$ cat src/rtl/pipeline_ram_arbiter.sv
// Shares one single-port histogram RAM between an Avalon-MM slave and a register-driven command port.
// Ownership changes pass through DRAIN so every in-flight read returns to the port that issued it.
module pipeline_ram_arbiter #(
    parameter int DATA_W = 32,
    parameter int ADDR_W = 5,
    parameter int RD_LAT = 2
) (
    input  logic              clk,
    input  logic              rst,
    input  logic              sel_cmd,
    input  logic [ADDR_W-1:0] cmd_addr,
    input  logic              cmd_wr,
    input  logic              cmd_rd,
    input  logic [DATA_W-1:0] cmd_wdata,
    output logic [DATA_W-1:0] cmd_rdata,
    output logic              cmd_done,
    output logic              cmd_busy,
    input  logic [31:0]       av_address,
    input  logic              av_read,
    input  logic              av_write,
    input  logic [DATA_W-1:0] av_writedata,
    output logic [DATA_W-1:0] av_readdata,
    output logic              av_readdatavalid,
    output logic              av_waitrequest,
    output logic [ADDR_W-1:0] ram_addr,
    output logic              ram_wren,
    output logic              ram_rden,
    output logic [DATA_W-1:0] ram_wdata,
    input  logic [DATA_W-1:0] ram_rdata
);
    localparam int BYTE_SHIFT = $clog2(DATA_W / 8);

    typedef enum logic [1:0] {
        AV_OWN  = 2'd0,
        DRAIN   = 2'd1,
        CMD_OWN = 2'd2
    } own_e;

    own_e              state_q, state_d;
    logic [RD_LAT-1:0] pipe_v_q, pipe_v_d;
    logic [RD_LAT-1:0] pipe_src_q, pipe_src_d;
    logic              cmd_wr_q, cmd_rd_q;
    logic              wr_go_q, wr_go_d;
    logic              rd_pend_q, rd_pend_d;
    logic [ADDR_W-1:0] wr_addr_q, wr_addr_d;
    logic [ADDR_W-1:0] rd_addr_q, rd_addr_d;
    logic [DATA_W-1:0] wr_data_q, wr_data_d;
    logic [DATA_W-1:0] cmd_rdata_q, cmd_rdata_d;

    logic              wr_edge, rd_edge, rd_issue, cmd_queued;
    logic              tail_v, tail_cmd, done_c;
    logic              wren_c, rden_c, src_c;
    logic [ADDR_W-1:0] addr_c;
    logic [DATA_W-1:0] wdata_c;
    logic [31:0]       av_word;
    logic              unused_av_hi;

    assign av_word      = av_address >> BYTE_SHIFT;
    assign unused_av_hi = ^av_word[31:ADDR_W];

    // Command edges only count while the command port owns the RAM; elsewhere they are dropped.
    assign wr_edge    = cmd_wr & ~cmd_wr_q & (state_q == CMD_OWN);
    assign rd_edge    = cmd_rd & ~cmd_rd_q & (state_q == CMD_OWN);
    assign rd_issue   = rd_pend_q & ~wr_go_q & (state_q == CMD_OWN);
    assign cmd_queued = wr_go_q | rd_pend_q | wr_edge | rd_edge;
    assign tail_v     = pipe_v_q[RD_LAT-1];
    assign tail_cmd   = pipe_src_q[RD_LAT-1];
    assign done_c     = tail_v & tail_cmd;

    always_comb begin
        wren_c  = 1'b0;
        rden_c  = 1'b0;
        src_c   = 1'b0;
        addr_c  = '0;
        wdata_c = '0;
        case (state_q)
            AV_OWN: begin
                addr_c  = av_word[ADDR_W-1:0];
                wren_c  = av_write;
                rden_c  = av_read & ~av_write;
                wdata_c = av_writedata;
            end
            CMD_OWN: begin
                wren_c  = wr_go_q;
                rden_c  = rd_issue;
                src_c   = 1'b1;
                addr_c  = wr_go_q ? wr_addr_q : rd_addr_q;
                wdata_c = wr_data_q;
            end
            default: ;
        endcase
    end

    always_comb begin
        pipe_v_d      = '0;
        pipe_src_d    = '0;
        pipe_v_d[0]   = rden_c;
        pipe_src_d[0] = src_c;
        for (int i = 1; i < RD_LAT; i++) begin
            pipe_v_d[i]   = pipe_v_q[i-1];
            pipe_src_d[i] = pipe_src_q[i-1];
        end

        wr_go_d   = wr_edge;
        wr_addr_d = wr_edge ? cmd_addr : wr_addr_q;
        wr_data_d = wr_edge ? cmd_wdata : wr_data_q;
        // A single pending-read slot: a read edge arriving while it is occupied is lost.
        rd_pend_d = rd_pend_q ? ~rd_issue : rd_edge;
        rd_addr_d = (~rd_pend_q & rd_edge) ? cmd_addr : rd_addr_q;

        cmd_rdata_d = done_c ? ram_rdata : cmd_rdata_q;

        state_d = state_q;
        case (state_q)
            AV_OWN:  if (sel_cmd) state_d = DRAIN;
            CMD_OWN: if (!sel_cmd && !cmd_queued) state_d = DRAIN;
            DRAIN:   if (pipe_v_q == '0) state_d = sel_cmd ? CMD_OWN : AV_OWN;
            default: state_d = AV_OWN;
        endcase
    end

    always_ff @(posedge clk) begin
        if (rst) begin
            state_q     <= AV_OWN;
            pipe_v_q    <= '0;
            pipe_src_q  <= '0;
            cmd_wr_q    <= 1'b0;
            cmd_rd_q    <= 1'b0;
            wr_go_q     <= 1'b0;
            rd_pend_q   <= 1'b0;
            wr_addr_q   <= '0;
            rd_addr_q   <= '0;
            wr_data_q   <= '0;
            cmd_rdata_q <= '0;
        end else begin
            state_q     <= state_d;
            pipe_v_q    <= pipe_v_d;
            pipe_src_q  <= pipe_src_d;
            cmd_wr_q    <= cmd_wr;
            cmd_rd_q    <= cmd_rd;
            wr_go_q     <= wr_go_d;
            rd_pend_q   <= rd_pend_d;
            wr_addr_q   <= wr_addr_d;
            rd_addr_q   <= rd_addr_d;
            wr_data_q   <= wr_data_d;
            cmd_rdata_q <= cmd_rdata_d;
        end
    end

    assign ram_wren         = ~rst & wren_c;
    assign ram_rden         = ~rst & rden_c;
    assign ram_addr         = rst ? '0 : addr_c;
    assign ram_wdata        = rst ? '0 : wdata_c;
    assign av_waitrequest   = rst | (state_q != AV_OWN);
    assign av_readdatavalid = ~rst & tail_v & ~tail_cmd;
    assign av_readdata      = av_readdatavalid ? ram_rdata : '0;
    assign cmd_done         = ~rst & done_c;
    assign cmd_rdata        = rst ? '0 : (done_c ? ram_rdata : cmd_rdata_q);
    assign cmd_busy         = ~rst & ((|(pipe_v_q & pipe_src_q)) | rd_pend_q);
endmodule

$ cat config.mk
export PLATFORM = sky130hd
export DESIGN_NAME = pipeline_ram_arbiter
export DESIGN_NICKNAME = d
export VERILOG_FILES = /design/src/rtl/pipeline_ram_arbiter.sv
export SDC_FILE = /design/constraint.sdc
export NUM_CORES = 1
export LEC_CHECK = 0
export ABC_AREA = 1
export CORE_UTILIZATION = 39
export DETAILED_ROUTE_END_ITERATION = 8
export GPL_TIMING_DRIVEN = 0
export PLACE_DENSITY = 0.95
export SYNTH_ARGS = -nofsm -noshare
export SYNTH_HDL_FRONTEND = slang
export SYNTH_SLANG_ARGS = --single-unit
$ cat constraint.sdc
create_clock -name clk -period 2.8 [get_ports clk]
set_input_delay 0.56 -clock clk [delete_from_list [all_inputs] [get_ports clk]]
set_output_delay 0.56 -clock clk [all_outputs]
set_load 0.02 [all_outputs]
### After elaboration in Yosys (flattened, before gate mapping)

Index checks and enable logic that the tools add are counted.

| operators by class | value |
|---|---|
| eq/ne operators | 5 |
| multiplexer cells | 17 |
| bitwise gates (word level) | 29 |
| reductions and logical operators | 8 |

Operators with widths:

| cell | count |
|---|---|
| 2-to-1 mux 32 bit | 4 |
| case mux 32 bit (2 select lines) | 1 |
| bitwise AND 1 bit | 15 |
| 2-to-1 mux 5 bit | 2 |
| case mux 5 bit (2 select lines) | 1 |
| 2-to-1 mux 2 bit | 4 |
| NOT 1 bit | 8 |
| case mux 2 bit (3 select lines) | 1 |
| OR 1 bit | 5 |
| logical NOT 2 bit | 2 |
| inequality test 2 bit (second input constant) | 2 |
| case mux 1 bit (2 select lines) | 2 |
| AND reduction 3 bit | 1 |
| bitwise AND 2 bit | 1 |
| equality test 2 x 1 -> 1 bit (second input constant) | 1 |
| equality test 2 bit (second input constant) | 1 |
| logical NOT 1 bit | 2 |
| 2-to-1 mux 1 bit | 2 |
| inequality test 2 x 1 -> 1 bit (second input constant) | 1 |
| nonzero test 2 bit | 1 |
| OR reduction 2 bit | 1 |
| logical AND 1 bit | 1 |

| word-level totals | value |
|---|---|
| bits in registers | 84 |
| input bits | 140 |
| output and inout bits | 107 |
| logic and storage cells | 70 |

### Longest topological paths before layout

| depth | value |
|---|---|
| depth in word-level cells | 9 |
| mapped depth | 7 |

### Least setup slack after synthesis

Ideal clock, no wire load.

| timing | value |
|---|---|
| path kind | input -> output |
| from | input rst |
| to | output av_readdata[21] |
| data arrival time | 1.755 ns |
| required time | 2.240 ns |
| slack | 0.485 ns |
| stages | 5 |
| buffers on the path | 2 |
| cell sequence | buf_2 > nor3_2 > inv_1 > clkbuf_1 > nor2_1 |

| on the way | value |
|---|---|
| longest elaborated chain between the ends | 4 |

RTL lines:

| item | RTL line | RTL |
|---|---|---|
| start: declaration | 9 | `input logic rst,` |
| NOT 1 bit | 155 | `assign av_readdatavalid = ~rst & tail_v & ~tail_cmd;` |
| bitwise AND 1 bit (2 in series) | 155 |  |
| via av_readdatavalid | 23 | `output logic av_readdatavalid,` |
| 2-to-1 mux 32 bit | 156 | `assign av_readdata = av_readdatavalid ? ram_rdata : '0;` |
| end: declaration | 22 | `output logic [DATA_W-1:0] av_readdata,` |

The timed path passes the listed nets, and every way through them passes these cells.

### Worst setup path after layout

| timing | value |
|---|---|
| from | register state_q[0] |
| to | output ram_wdata[12] |

| on the way | value |
|---|---|
| longest elaborated chain between the ends | 3 |
| elaborated cells on any way between the ends | 4 |

RTL lines:

| item | RTL line | RTL |
|---|---|---|
| start: declaration | 39 | `own_e state_q, state_d;` |
| start signal: assignment | 136 | `state_q <= state_d;` |
| equality test 2 bit / logical NOT 2 bit (equally long branches) | 76 | `case (state_q)` |
| case mux 32 bit (2 select lines) * | 76 |  |
| 2-to-1 mux 32 bit * | 153 | `assign ram_wdata = rst ? '0 : wdata_c;` |
| end: declaration | 28 | `output logic [DATA_W-1:0] ram_wdata,` |

Mark *: on every way between the ends. The rest lies on a longest branch, timed or not.

==> run_summary.xml <==
<?xml version="1.0" encoding="UTF-8"?>
<metrics>
  <group name="finish">
    <metric name="synthToLayoutAreaGrowth" unit="%">67.2</metric>
    <metric name="num-fill-cells" unit="">760</metric>
    <metric name="post-route-cell-area" unit="um2">6210</metric>
    <metric name="drive_gt1_frac" unit="">0.0908</metric>
    <metric name="final_core_util" unit="">0.672</metric>
    <metric name="antenna_cells" unit="">0</metric>
    <metric name="finish.net_count" unit="">895</metric>
  </group>
  <group name="placement">
    <metric name="dp_hpwl" unit="um">10400</metric>
    <metric name="dpl_cell_area" unit="um2">6070</metric>
    <metric name="gp_routability_congestion" unit="">0.794</metric>
    <metric name="port_buffers" unit="">219</metric>
  </group>
  <group name="power_and_ir_drop">
    <metric name="clkPwrFrac" unit="">0.301</metric>
    <metric name="power-per-cell-area" unit="nW/um2">428</metric>
    <metric name="vdd.ir_drop.worst" unit="mV">0.269</metric>
    <metric name="total_leakage_power" unit="nW">3.14</metric>
    <metric name="totalPowerFinal" unit="mW">2.66</metric>
    <metric name="netSwitchingPower" unit="mW">0.796</metric>
    <metric name="cellInternalPower" unit="mW">1.86</metric>
    <metric name="combPwrFrac" unit="">0.231</metric>
    <metric name="p_seq_frac" unit="">0.467</metric>
    <metric name="power.share.switching" unit="">0.300</metric>
  </group>
  <group name="global_route">
    <metric name="number_of_global_route_vias_before_repair" unit="">4473</metric>
    <metric name="antenna_found_initial" unit="">0</metric>
    <metric name="globalRouteTotalUtil" unit="">0.263</metric>
    <metric name="globalRouteOverflowTotal" unit="">0</metric>
    <metric name="grt_start_max_net_pins" unit="">17</metric>
    <metric name="grt_first_pass_wirelength" unit="um">20800</metric>
  </group>
  <group name="synthesis">
    <metric name="synth_area_leaders" unit="">sky130_fd_sc_hd__dfxtp_1 45%, sky130_fd_sc_hd__nor2_1 12%, sky130_fd_sc_hd__o21ai_0 10%</metric>
    <metric name="post-synth-top-count-cell" unit="">sky130_fd_sc_hd__nor2_1</metric>
    <metric name="yosys.area.top_type" unit="">sky130_fd_sc_hd__dfxtp_1</metric>
    <metric name="post_synth_edffs" unit="">0</metric>
    <metric name="synth.top_cell.area_share" unit="">0.453</metric>
    <metric name="syn-mean-instance-area" unit="um2">7.08</metric>
    <metric name="synth-seq-area-share" unit="">0.453</metric>
    <metric name="mappedNetlistNets" unit="">664</metric>
    <metric name="yosys_warnings" unit="">0</metric>
    <metric name="syn-cell-area" unit="um2">3710</metric>
    <metric name="synth_common_cells" unit="">116 x sky130_fd_sc_hd__nor2_1, 84 x sky130_fd_sc_hd__dfxtp_1, 74 x sky130_fd_sc_hd__o21ai_0</metric>
    <metric name="yosys.cell_types.count" unit="">26</metric>
    <metric name="synth_flop_cell" unit="">sky130_fd_sc_hd__dfxtp_1</metric>
    <metric name="postSynthCellCount" unit="">524</metric>
    <metric name="postSynthRegisterBits" unit="">84</metric>
    <metric name="async_reset_ff_frac" unit="">0</metric>
  </group>
  <group name="clock_tree">
    <metric name="clkSinkCount" unit="">84</metric>
    <metric name="hold_buffers" unit="">0</metric>
    <metric name="max-clock-path-buffers" unit="">2</metric>
    <metric name="tritoncts" unit="">done</metric>
    <metric name="clock_tree.root_cell" unit="">sky130_fd_sc_hd__clkbuf_8</metric>
    <metric name="cts_max_level" unit="">3</metric>
    <metric name="worstSkewPairLatency" unit="ns">0.35</metric>
    <metric name="path_clk_slew" unit="ns">0.10</metric>
    <metric name="cts-buffers-inserted" unit="">9</metric>
  </group>
  <group name="hold_path">
    <metric name="holdCritStartpoint" unit="">pipe_src_q[0]$_SDFF_PP0_</metric>
    <metric name="holdCritPathClass" unit="">reg2reg</metric>
    <metric name="timing.hold.worst_path_depth" unit="">2</metric>
    <metric name="hold_path_end" unit="">pipe_src_q[1]$_SDFF_PP0_</metric>
  </group>
  <group name="critical_path">
    <metric name="worst_ep_arrival_time" unit="ns">2.18</metric>
    <metric name="critical_path_peak_fanout" unit="">10</metric>
    <metric name="timing.reg2reg.setup_slack" unit="ns">1.38</metric>
    <metric name="path_class" unit="">reg2out</metric>
    <metric name="crit_reg_reg_startpoint" unit="">state_q[0]$_SDFFE_PP0P_</metric>
    <metric name="startpoint_type" unit="">flip-flop</metric>
    <metric name="cp_data_required_time" unit="ns">2.24</metric>
    <metric name="timing.reg2reg.worst_path_depth" unit="">6</metric>
    <metric name="critical_path.reg2reg.endpoint" unit="">wr_data_q[26]$_SDFFE_PP0P_</metric>
    <metric name="critPathCaptureType" unit="">primary output</metric>
  </group>
  <group name="drt">
    <metric name="avgRoutedWirePerCell" unit="um">14.7</metric>
    <metric name="route.final.wire_length" unit="um">13100</metric>
    <metric name="drt_iter0_drc" unit="">151</metric>
    <metric name="drt.antenna.violating_nets" unit="">0</metric>
    <metric name="remaining_drc_errors" unit="">0</metric>
    <metric name="detail_route.vias_per_cell" unit="">4.99</metric>
    <metric name="drt_first_pass_iters" unit="">7</metric>
    <metric name="route.vias.total" unit="">4439</metric>
  </group>
  <group name="sta">
    <metric name="fin_hold_ws" unit="ns">0.428</metric>
    <metric name="maxClockFrequency" unit="MHz">366</metric>
    <metric name="minimum_clock_period_after_layout" unit="ns">2.74</metric>
    <metric name="setup_viol" unit="">0</metric>
    <metric name="slew_viol_final" unit="">0</metric>
    <metric name="hold_viol" unit="">0</metric>
    <metric name="worst-slew-pin-transition" unit="ns">0.451</metric>
    <metric name="timing.clock.skew" unit="ns">0.0163</metric>
    <metric name="period_share" unit="">0.977</metric>
    <metric name="timing.setup.tns" unit="ns">0</metric>
    <metric name="worst_slew_margin_relative_to_its_limit" unit="">0.699</metric>
  </group>
  <group name="outcome">
    <metric name="outcome" unit="">completed</metric>
  </group>
  <group name="job">
    <metric name="cap_viol_max_count" unit="">0</metric>
  </group>
  <group name="floorplan">
    <metric name="die-width" unit="um">99.6</metric>
    <metric name="die-height" unit="um">99.6</metric>
    <metric name="pin_count" unit="">247</metric>
    <metric name="die-area" unit="um2">9910</metric>
    <metric name="floorplan.rows" unit="">35</metric>
    <metric name="initial_core_util" unit="">0.402</metric>
    <metric name="core_area" unit="um2">9240</metric>
  </group>
</metrics>
[critical path, cell delays in order (launching register included)]
cell and delay, ns:
sky130_fd_sc_hd__dfxtp_1 0.38, sky130_fd_sc_hd__nor2_2 0.19, sky130_fd_sc_hd__buf_4 0.23, sky130_fd_sc_hd__buf_4 0.20
sky130_fd_sc_hd__nand2_1 0.07, sky130_fd_sc_hd__a21oi_1 0.14, sky130_fd_sc_hd__clkdlybuf4s50_1 0.61
[worst max path at each step]
stage / slack [ns] / depth (start not counted) / end / from
after floorplan: 0.49 / 5 / av_readdata[21] / rst
after global placement: -0.42 / 7 / av_readdata[26] / rst
after detailed placement: -0.44 / 7 / av_readdata[26] / rst
after CTS: 0.002 / 6 / ram_wdata[21] / rst
after global routing: -0.02 / 6 / ram_wdata[14] / state_q[0]$_SDFFE_PP0P_
final: 0.06 / 6 / ram_wdata[12] / state_q[0]$_SDFFE_PP0P_
[through the flow]
step	std cells	worst slack [ns]
floorplan	524	0.485
global placement	872	-0.417
detailed placement	872	-0.445
CTS	889	0.00201
global route	889	-0.0182
finish	889	0.0649
[per-layer routing]
layer,wire length [um],track usage,vias to the layer above,part of all wire
met5,0,0,-,0
met4,412,0.112,0,0.031
met3,1020,0.0639,40,0.078
met2,6610,0.485,213,0.50
met1,5060,0.286,2019,0.39
li1,-,-,2167,-
[registers in the layout, summed over array words and instances (netlist names)]
| register | count |
|---|---|
| wr_go_q | 1 |
| pipe_v_q | 2 |
| cmd_rdata_q | 32 |
| pipe_src_q | 2 |
| cmd_rd_q | 1 |
| rd_addr_q | 5 |
| rd_pend_q | 1 |
| wr_addr_q | 5 |
| wr_data_q | 32 |
| cmd_wr_q | 1 |
| state_q | 2 |
[cells in the final DEF, fill, tap and decap left out, types with 14 or more instances in the layout]
cell type	count
sky130_fd_sc_hd__clkdlybuf4s50_1	124
sky130_fd_sc_hd__dfxtp_1	83
sky130_fd_sc_hd__inv_1	51
sky130_fd_sc_hd__a32o_1	14
sky130_fd_sc_hd__clkbuf_2	15
sky130_fd_sc_hd__nor2_1	114
sky130_fd_sc_hd__buf_2	15
sky130_fd_sc_hd__a21oi_1	68
sky130_fd_sc_hd__o21ai_0	74
sky130_fd_sc_hd__dlygate4sd2_1	71
sky130_fd_sc_hd__nand2_1	52
[logic make-up (layout without fill, tap and decap cells)]
kind of cell           after synthesis  in the layout  share of synthesized area
AOI/OAI and AO/OA                  165            165                      0.244
buffers and inverters               92            328                      0.102
DFF                                 84             84                      0.453
and+or+nand+nor                    183            183                      0.201
[final cells by class]
cell class	instances	area [um2]	area share
Buffer	37	198	0.0318
Clock buffer	9	124	0.0200
Clock inverter	7	56.3	0.00907
Inverter	55	209	0.0337
Multi-Input combinational cell	348	1670	0.268
Sequential cell	84	1680	0.271
Tap cell	129	161	0.0260
Timing Repair Buffer	220	2110	0.340
[power by group through the flow]
| stage | logic, mW | registers, mW | clock network, mW |
|---|---|---|---|
| floorplan | 0.288 | 1.26 | 0 |
| global placement | 0.609 | 1.27 | 0 |
| detailed placement | 0.626 | 1.27 | 0 |
| CTS | 0.613 | 1.24 | 0.819 |
| global route | 0.655 | 1.24 | 0.868 |
| finish | 0.614 | 1.24 | 0.801 |
[timing repair]
item / 4_1_cts / 5_1_grt
pin swaps: 1 / 0
gates resized for setup: 105 / 37
endpoints found under the hold margin: 0 / 0
endpoints found under the setup margin: 104 / 48
buffers inserted: 1 / 0
Note: power is estimated with default switching activity, not from simulation.
